**config.mk**
```make
export PLATFORM = sky130hd
export DESIGN_NAME = mword_seq
export DESIGN_NICKNAME = d
export VERILOG_FILES = /design/src/rtl/mword_seq_pkg.sv /design/src/rtl/mword_shreg.sv /design/src/rtl/mword_seq.sv
export SDC_FILE = /design/constraint.sdc
export NUM_CORES = 1
export LEC_CHECK = 0
export CAP_MARGIN = 5
export CORE_MARGIN = 2
export CORE_UTILIZATION = 48
export DETAILED_ROUTE_END_ITERATION = 7
export PLACE_DENSITY_LB_ADDON = 0.25
export RECOVER_POWER = 50
export SYNTH_ARGS = -nofsm -noshare
export SYNTH_HDL_FRONTEND = slang
export SYNTH_HIERARCHICAL = 1
export SYNTH_SLANG_ARGS = --single-unit
```
**constraint.sdc**
```tcl
create_clock -name clk -period 2 [get_ports clk]
set_input_delay 0.2 -clock clk [delete_from_list [all_inputs] [get_ports clk]]
set_output_delay 0.2 -clock clk [all_outputs]
set_load 0.02 [all_outputs]
```
**src/rtl/mword_seq_pkg.sv**
```systemverilog
// Shared definitions for the multi-word sequencer and the single-word ALU it drives.
package mword_seq_pkg;

  localparam int AC_N = 4;
  localparam logic [AC_N-1:0] AC_AD = 4'd0;
  localparam logic [AC_N-1:0] AC_SB = 4'd1;
  localparam logic [AC_N-1:0] AC_AN = 4'd2;
  localparam logic [AC_N-1:0] AC_OR = 4'd3;

  localparam int MW_W = 3;
  typedef enum logic [MW_W-1:0] {
    MW_ADD = 3'd0,
    MW_SUB = 3'd1,
    MW_AND = 3'd2,
    MW_OR  = 3'd3,
    MW_LT  = 3'd4
  } mw_op_e;

  typedef enum logic [1:0] {
    ST_IDLE,
    ST_RUN,
    ST_DONE
  } mw_state_e;

endpackage

```
**src/rtl/mword_shreg.sv**
```systemverilog
// Operand pair shift register: loads W words, shifts right one word per step, word 0 is current.
module mword_shreg #(
  parameter int N = 8,
  parameter int W = 4
) (
  input  logic           i_clk,
  input  logic           i_rst,
  input  logic           i_load,
  input  logic           i_shift,
  input  logic [W*N-1:0] i_a,
  input  logic [W*N-1:0] i_b,
  output logic [N-1:0]   o_a_word,
  output logic [N-1:0]   o_b_word
);

  localparam int WN = W * N;

  logic [WN-1:0] r_a;
  logic [WN-1:0] r_b;

  always_ff @(posedge i_clk) begin
    if (i_rst) begin
      r_a <= '0;
      r_b <= '0;
    end else if (i_load) begin
      r_a <= i_a;
      r_b <= i_b;
    end else if (i_shift) begin
      r_a <= {{N{1'b0}}, r_a[WN-1:N]};
      r_b <= {{N{1'b0}}, r_b[WN-1:N]};
    end
  end

  assign o_a_word = r_a[N-1:0];
  assign o_b_word = r_b[N-1:0];

endmodule

```
**src/rtl/mword_seq.sv**
```systemverilog
// Multi-word sequencer: drives an external ALU word by word, LSW first, chaining carry.
// Optional signed-overflow output enabled by defining MWSEQ_OVF_EN.
module mword_seq
  import mword_seq_pkg::*;
#(
  parameter int N = 8,
  parameter int W = 4
) (
  input  logic            clk,
  input  logic            rst,
  input  logic            start,
  input  logic [2:0]      op,
  input  logic [W*N-1:0]  a,
  input  logic [W*N-1:0]  b,
  output logic            busy,
  output logic            done,
  output logic [W*N-1:0]  result,
  output logic            carry,
  output logic            zero,
`ifdef MWSEQ_OVF_EN
  output logic            ovf,
`endif
  output logic [N-1:0]    alu_a,
  output logic [N-1:0]    alu_b,
  output logic            alu_cin,
  output logic [AC_N-1:0] alu_cs,
  input  logic [N-1:0]    alu_s,
  input  logic            alu_zero,
  input  logic            alu_cout
);

  localparam int WN = W * N;
  localparam int KW = $clog2(W);
  localparam logic [KW-1:0] K_LAST = KW'(W - 1);

  mw_state_e     r_state;
  mw_op_e        r_op;
  logic [KW-1:0] r_k;
  logic          r_cy;
  logic          r_zacc;
  logic          r_busy;
  logic          r_done;
  logic          r_carry;
  logic          r_zero;
  logic [WN-1:0] r_result;

  logic          w_accept;
  logic          w_run;
  logic          w_arith;
  logic          w_last;
  logic [N-1:0]  w_a_word;
  logic [N-1:0]  w_b_word;

  assign w_accept = (r_state == ST_IDLE) && start && (op <= MW_LT);
  assign w_run    = (r_state == ST_RUN);
  assign w_arith  = (r_op == MW_ADD) || (r_op == MW_SUB) || (r_op == MW_LT);
  assign w_last   = w_run && (r_k == K_LAST);

  mword_shreg #(
    .N(N),
    .W(W)
  ) u_shreg (
    .i_clk    (clk),
    .i_rst    (rst),
    .i_load   (w_accept),
    .i_shift  (w_run),
    .i_a      (a),
    .i_b      (b),
    .o_a_word (w_a_word),
    .o_b_word (w_b_word)
  );

  // Outside RUN the ALU sees a benign AND of zeros.
  always_comb begin
    alu_a   = '0;
    alu_b   = '0;
    alu_cin = 1'b0;
    alu_cs  = AC_AN;
    if (w_run) begin
      alu_a   = w_a_word;
      alu_b   = w_b_word;
      alu_cin = w_arith & r_cy;
      case (r_op)
        MW_ADD:        alu_cs = AC_AD;
        MW_SUB, MW_LT: alu_cs = AC_SB;
        MW_OR:         alu_cs = AC_OR;
        default:       alu_cs = AC_AN;
      endcase
    end
  end

  always_ff @(posedge clk) begin
    if (rst) begin
      r_state  <= ST_IDLE;
      r_op     <= MW_AND;
      r_k      <= '0;
      r_cy     <= 1'b0;
      r_zacc   <= 1'b1;
      r_busy   <= 1'b0;
      r_done   <= 1'b0;
      r_carry  <= 1'b0;
      r_zero   <= 1'b1;
      r_result <= '0;
    end else begin
      r_done <= 1'b0;
      case (r_state)
        ST_IDLE: begin
          if (w_accept) begin
            r_op    <= mw_op_e'(op);
            r_k     <= '0;
            r_cy    <= 1'b0;
            r_zacc  <= 1'b1;
            r_busy  <= 1'b1;
            r_state <= ST_RUN;
          end
        end
        ST_RUN: begin
          r_cy   <= w_arith & alu_cout;
          r_zacc <= r_zacc & alu_zero;
          r_k    <= r_k + 1'b1;
          if (r_k == K_LAST) begin
            r_state <= ST_DONE;
            r_done  <= 1'b1;
            r_carry <= w_arith & alu_cout;
            if (r_op == MW_LT) begin
              r_result <= {{(WN-1){1'b0}}, alu_cout};
              r_zero   <= ~alu_cout;
            end else begin
              r_result <= {alu_s, r_result[WN-1:N]};
              r_zero   <= r_zacc & alu_zero;
            end
          end else begin
            r_result <= {alu_s, r_result[WN-1:N]};
          end
        end
        ST_DONE: begin
          r_busy  <= 1'b0;
          r_state <= ST_IDLE;
        end
        default: begin
          r_busy  <= 1'b0;
          r_state <= ST_IDLE;
        end
      endcase
    end
  end

  assign busy   = r_busy;
  assign done   = r_done;
  assign result = r_result;
  assign carry  = r_carry;
  assign zero   = r_zero;

`ifdef MWSEQ_OVF_EN
  logic r_ovf;
  logic w_ovf;

  // Sign bits of the top word are on the ALU ports during the last RUN cycle.
  always_comb begin
    w_ovf = 1'b0;
    case (r_op)
      MW_ADD:        w_ovf = (alu_a[N-1] == alu_b[N-1]) && (alu_s[N-1] != alu_a[N-1]);
      MW_SUB, MW_LT: w_ovf = (alu_a[N-1] != alu_b[N-1]) && (alu_s[N-1] != alu_a[N-1]);
      default:       w_ovf = 1'b0;
    endcase
  end

  always_ff @(posedge clk) begin
    if (rst) begin
      r_ovf <= 1'b0;
    end else if (w_last) begin
      r_ovf <= w_ovf;
    end
  end

  assign ovf = r_ovf;
`endif

endmodule

```
==> qor.yml <==
run_status:
  status: "complete, no violations"
placement:
  port_buffers: 134
  hpwl_um: 7720
  routabilityCongestion: 0.828
  numPlacedInstances: 743
critical_path:
  path_class: "reg2out"
  cp_data_required_time_ns: 1.80
  worstRegToRegCells: 6
  crit_buf_inv: 1
  crit_path_cell_trace: "or3b_1, a21oi_1, dlygate4sd2_1"
  cp_slowest_cell: "dfxtp_1"
  critPathCaptureType: "primary output"
  cp-start-kind: "register"
  slowest_delay_ns: 0.39
  setup.reg_to_reg.worst_slack_ns: 0.41
  arrival_ns: 1.67
  critPathTopFamily: "flip-flops"
  reg2reg_from: "r_state[0]"
  reg2reg_to: "u_shreg/r_b[23]"
  path_max_fanout: 5
die:
  boundaryPins: 137
  rows: 36
  dieArea_mm2: 0.0110
  start_util: 0.496
  die_h_um: 105
  core_mm2: 0.00982
  die_w_um: 105
synth:
  synthXorXnorAreaFrac: 0
  yosysWarnings: 6
  yosys.area_share.adder: 0.00257
  synth_cells: 525
  ys_seq_area_frac: 0.448
  synth_compound_area_frac: 0.148
  synth_top_family_by_area: "simple AND/OR/NAND/NOR gates"
  ys_seq_elements: 109
  synth_mux_area_frac: 0.101
  yosysUniqueCellTypes: 33
  avgSynthCellArea_um2: 9.28
  synth-simple-area-share: 0.212
  synth_area_mm2: 0.00487
layout:
  layout_common_cells: "dfxtp_1 (109), clkdlybuf4s50_1 (91), a21oi_1 (50), a211oi_1 (50)"
  final_common_cell: "dfxtp_1"
  area_growth_pct: 28.7
  fill_cells: 898
  final_util: 0.638
  antennaDiodeCount: 0
  drive_above_1_share: 0.0559
  fin_nets: 702
  final_cells: 759
pwr:
  power_w: 0.00441
  p_sw_frac: 0.277
  peakVddDrop_v: 0.000358
  internal-power_w: 0.00319
  share_clk_of_total_power: 0.294
  pwr-share-comb: 0.166
  p_leak_nw: 2.29
  p_switching_w: 0.00122
  pwr-share-seq: 0.540
  power_density_mw_per_mm2: 704
sta:
  skew_ns: 0.0117
  hold_violations: 0
  min_period_ns: 1.87
  worst_pin_slew_ns: 0.677
  drv_slew: 0
  rsz0062_at_grt: "no"
  layout_worst_path_cycle_share: 0.933
  fmax_ghz: 0.536
  relSlewSlack: 0.549
  setup_viol: 0
  setup_tns_ns: 0
  hold_ws_ns: 0.245
global_route:
  grt_pass1_wl_um: 18400
  globalRouteOverflowTotal: 0
  grt_pass1_vias: 3698
  grt_max_degree: 67
  grt_usage: 0.203
  antenna_found_initial: 0
routing:
  post_drt_wl_per_cell_um: 14.7
  dr.pass1.iters: 4
  vias: 3991
  drt_drc_violations_left: 0
  drt_iter0_markers: 116
  viasPerCell: 5.26
  wirelength_um: 11200
  ant_nets: 0
clocking:
  max-clock-path-buffers: 2
  clkTransAtPathRegs_ns: 0.10
  clock_latency_ns: 0.37
  cts_made_buffers: 9
  h-tree-depth: 3
  clock_tree.root_cell: "clkbuf_8"
  clock-sinks: 109
  cts_tree: "built"
  cts_setup_buffers: 0
job:
  cap_viol_max_count: 0
worst_hold_path:
  hold_path_class: "in2reg"
  holdPathEnd: "busy"
  min_from: "rst"
  holdPathStages: 2
==> flip-flops by register name, summed over array words and instances (netlist names) <==
signal	cells
busy	1
carry	1
done	1
r_cy	1
r_k	2
r_op	3
r_state	2
r_zacc	1
result	32
u_shreg/r_a	32
u_shreg/r_b	32
zero	1
==> through the flow <==
step                cell area (um2)  setup WS (ns)
floorplan                      4870          0.506
global placement               6110          0.218
detailed placement             6110          0.107
CTS                            6280         0.0553
global route                   6270         0.0352
finish                         6270          0.133
==> worst max path at each step <==
stage	to	slack, ns	cells after the start	from
finish	alu_cs[0]	0.13	3	r_op[2]
floorplan	u_shreg/r_a[30]	0.51	7	r_state[1]
CTS	alu_cin	0.06	4	r_state[1]
detailed placement	u_shreg/r_b[29]	0.11	7	op[0]
global route	alu_cs[0]	0.04	3	r_op[2]
global placement	u_shreg/r_b[29]	0.22	7	op[2]
==> synthesized netlist by cell type <==
master / number / area share
a211o_1: 1 / 0.0018
inv_2: 2 / 0.0015
nor2b_1: 49 / 0.063
a221o_1: 1 / 0.0021
inv_1: 4 / 0.0031
nand3b_1: 5 / 0.0077
mux2i_1: 49 / 0.10
a211oi_1: 50 / 0.077
a21oi_1: 50 / 0.051
conb_1: 1 / 0.00077
clkbuf_1: 16 / 0.012
or3b_1: 17 / 0.031
nor2_1: 4 / 0.0031
nand2b_1: 4 / 0.0051
or3_1: 2 / 0.0026
nand4bb_1: 1 / 0.0023
o21a_1: 1 / 0.0015
buf_6: 7 / 0.016
a31oi_1: 1 / 0.0013
buf_4: 25 / 0.039
nand2b_4: 1 / 0.0028
buf_1: 3 / 0.0023
nand2_1: 48 / 0.037
o32ai_2: 1 / 0.0033
nand3_1: 33 / 0.034
ha_1: 1 / 0.0026
o41ai_2: 1 / 0.0033
and2_1: 16 / 0.021
buf_2: 13 / 0.013
dfxtp_1: 109 / 0.45
nor3_1: 2 / 0.0021
nor4b_1: 1 / 0.0018
o21ai_0: 6 / 0.0062
==> power groups by stage <==
stage,Clock (W),Combinational [W],Sequential (W)
6_report,0.00130,0.000731,0.00238
5_1_grt,0.00141,0.000799,0.00240
4_1_cts,0.00132,0.000743,0.00238
3_5_place_dp,0,0.000745,0.00243
3_3_place_gp,0,0.000731,0.00243
2_1_floorplan,0,0.000486,0.00243
==> cell type report <==
class,instances,area (um2),area share
clock inverters,6,55.1,0.00879
multi-input cells,347,2270,0.362
flip-flops and latches,109,2180,0.348
well taps,133,166,0.0266
clock buffers,10,138,0.0220
repair buffers,148,1430,0.228
inverters,6,30.0,0.00479
==> logic make-up after synthesis <==
logic type,Yosys count
adders and majority gates,1
buffers and inverters,70
DFF,109
AOI/OAI and AO/OA,112
other,1
and+or+nand+nor,183
muxes,49
==> per-layer routing <==
layer	global-route usage	routed length, um	vias to the layer above
met4	0.0619	111	0
met5	0	0	-
li1	-	-	2004
met1	0.285	5410	1862
met2	0.315	5090	115
met3	0.0399	569	10
==> timing repair <==
item / 4_1_cts / 5_1_grt
cloned: 0 / 0
hold buffers: 0 / 0
gates resized for setup: 20 / 3
endpoints found under the setup margin: 19 / 2
No activity file was read; power rests on OpenSTA's default activity.
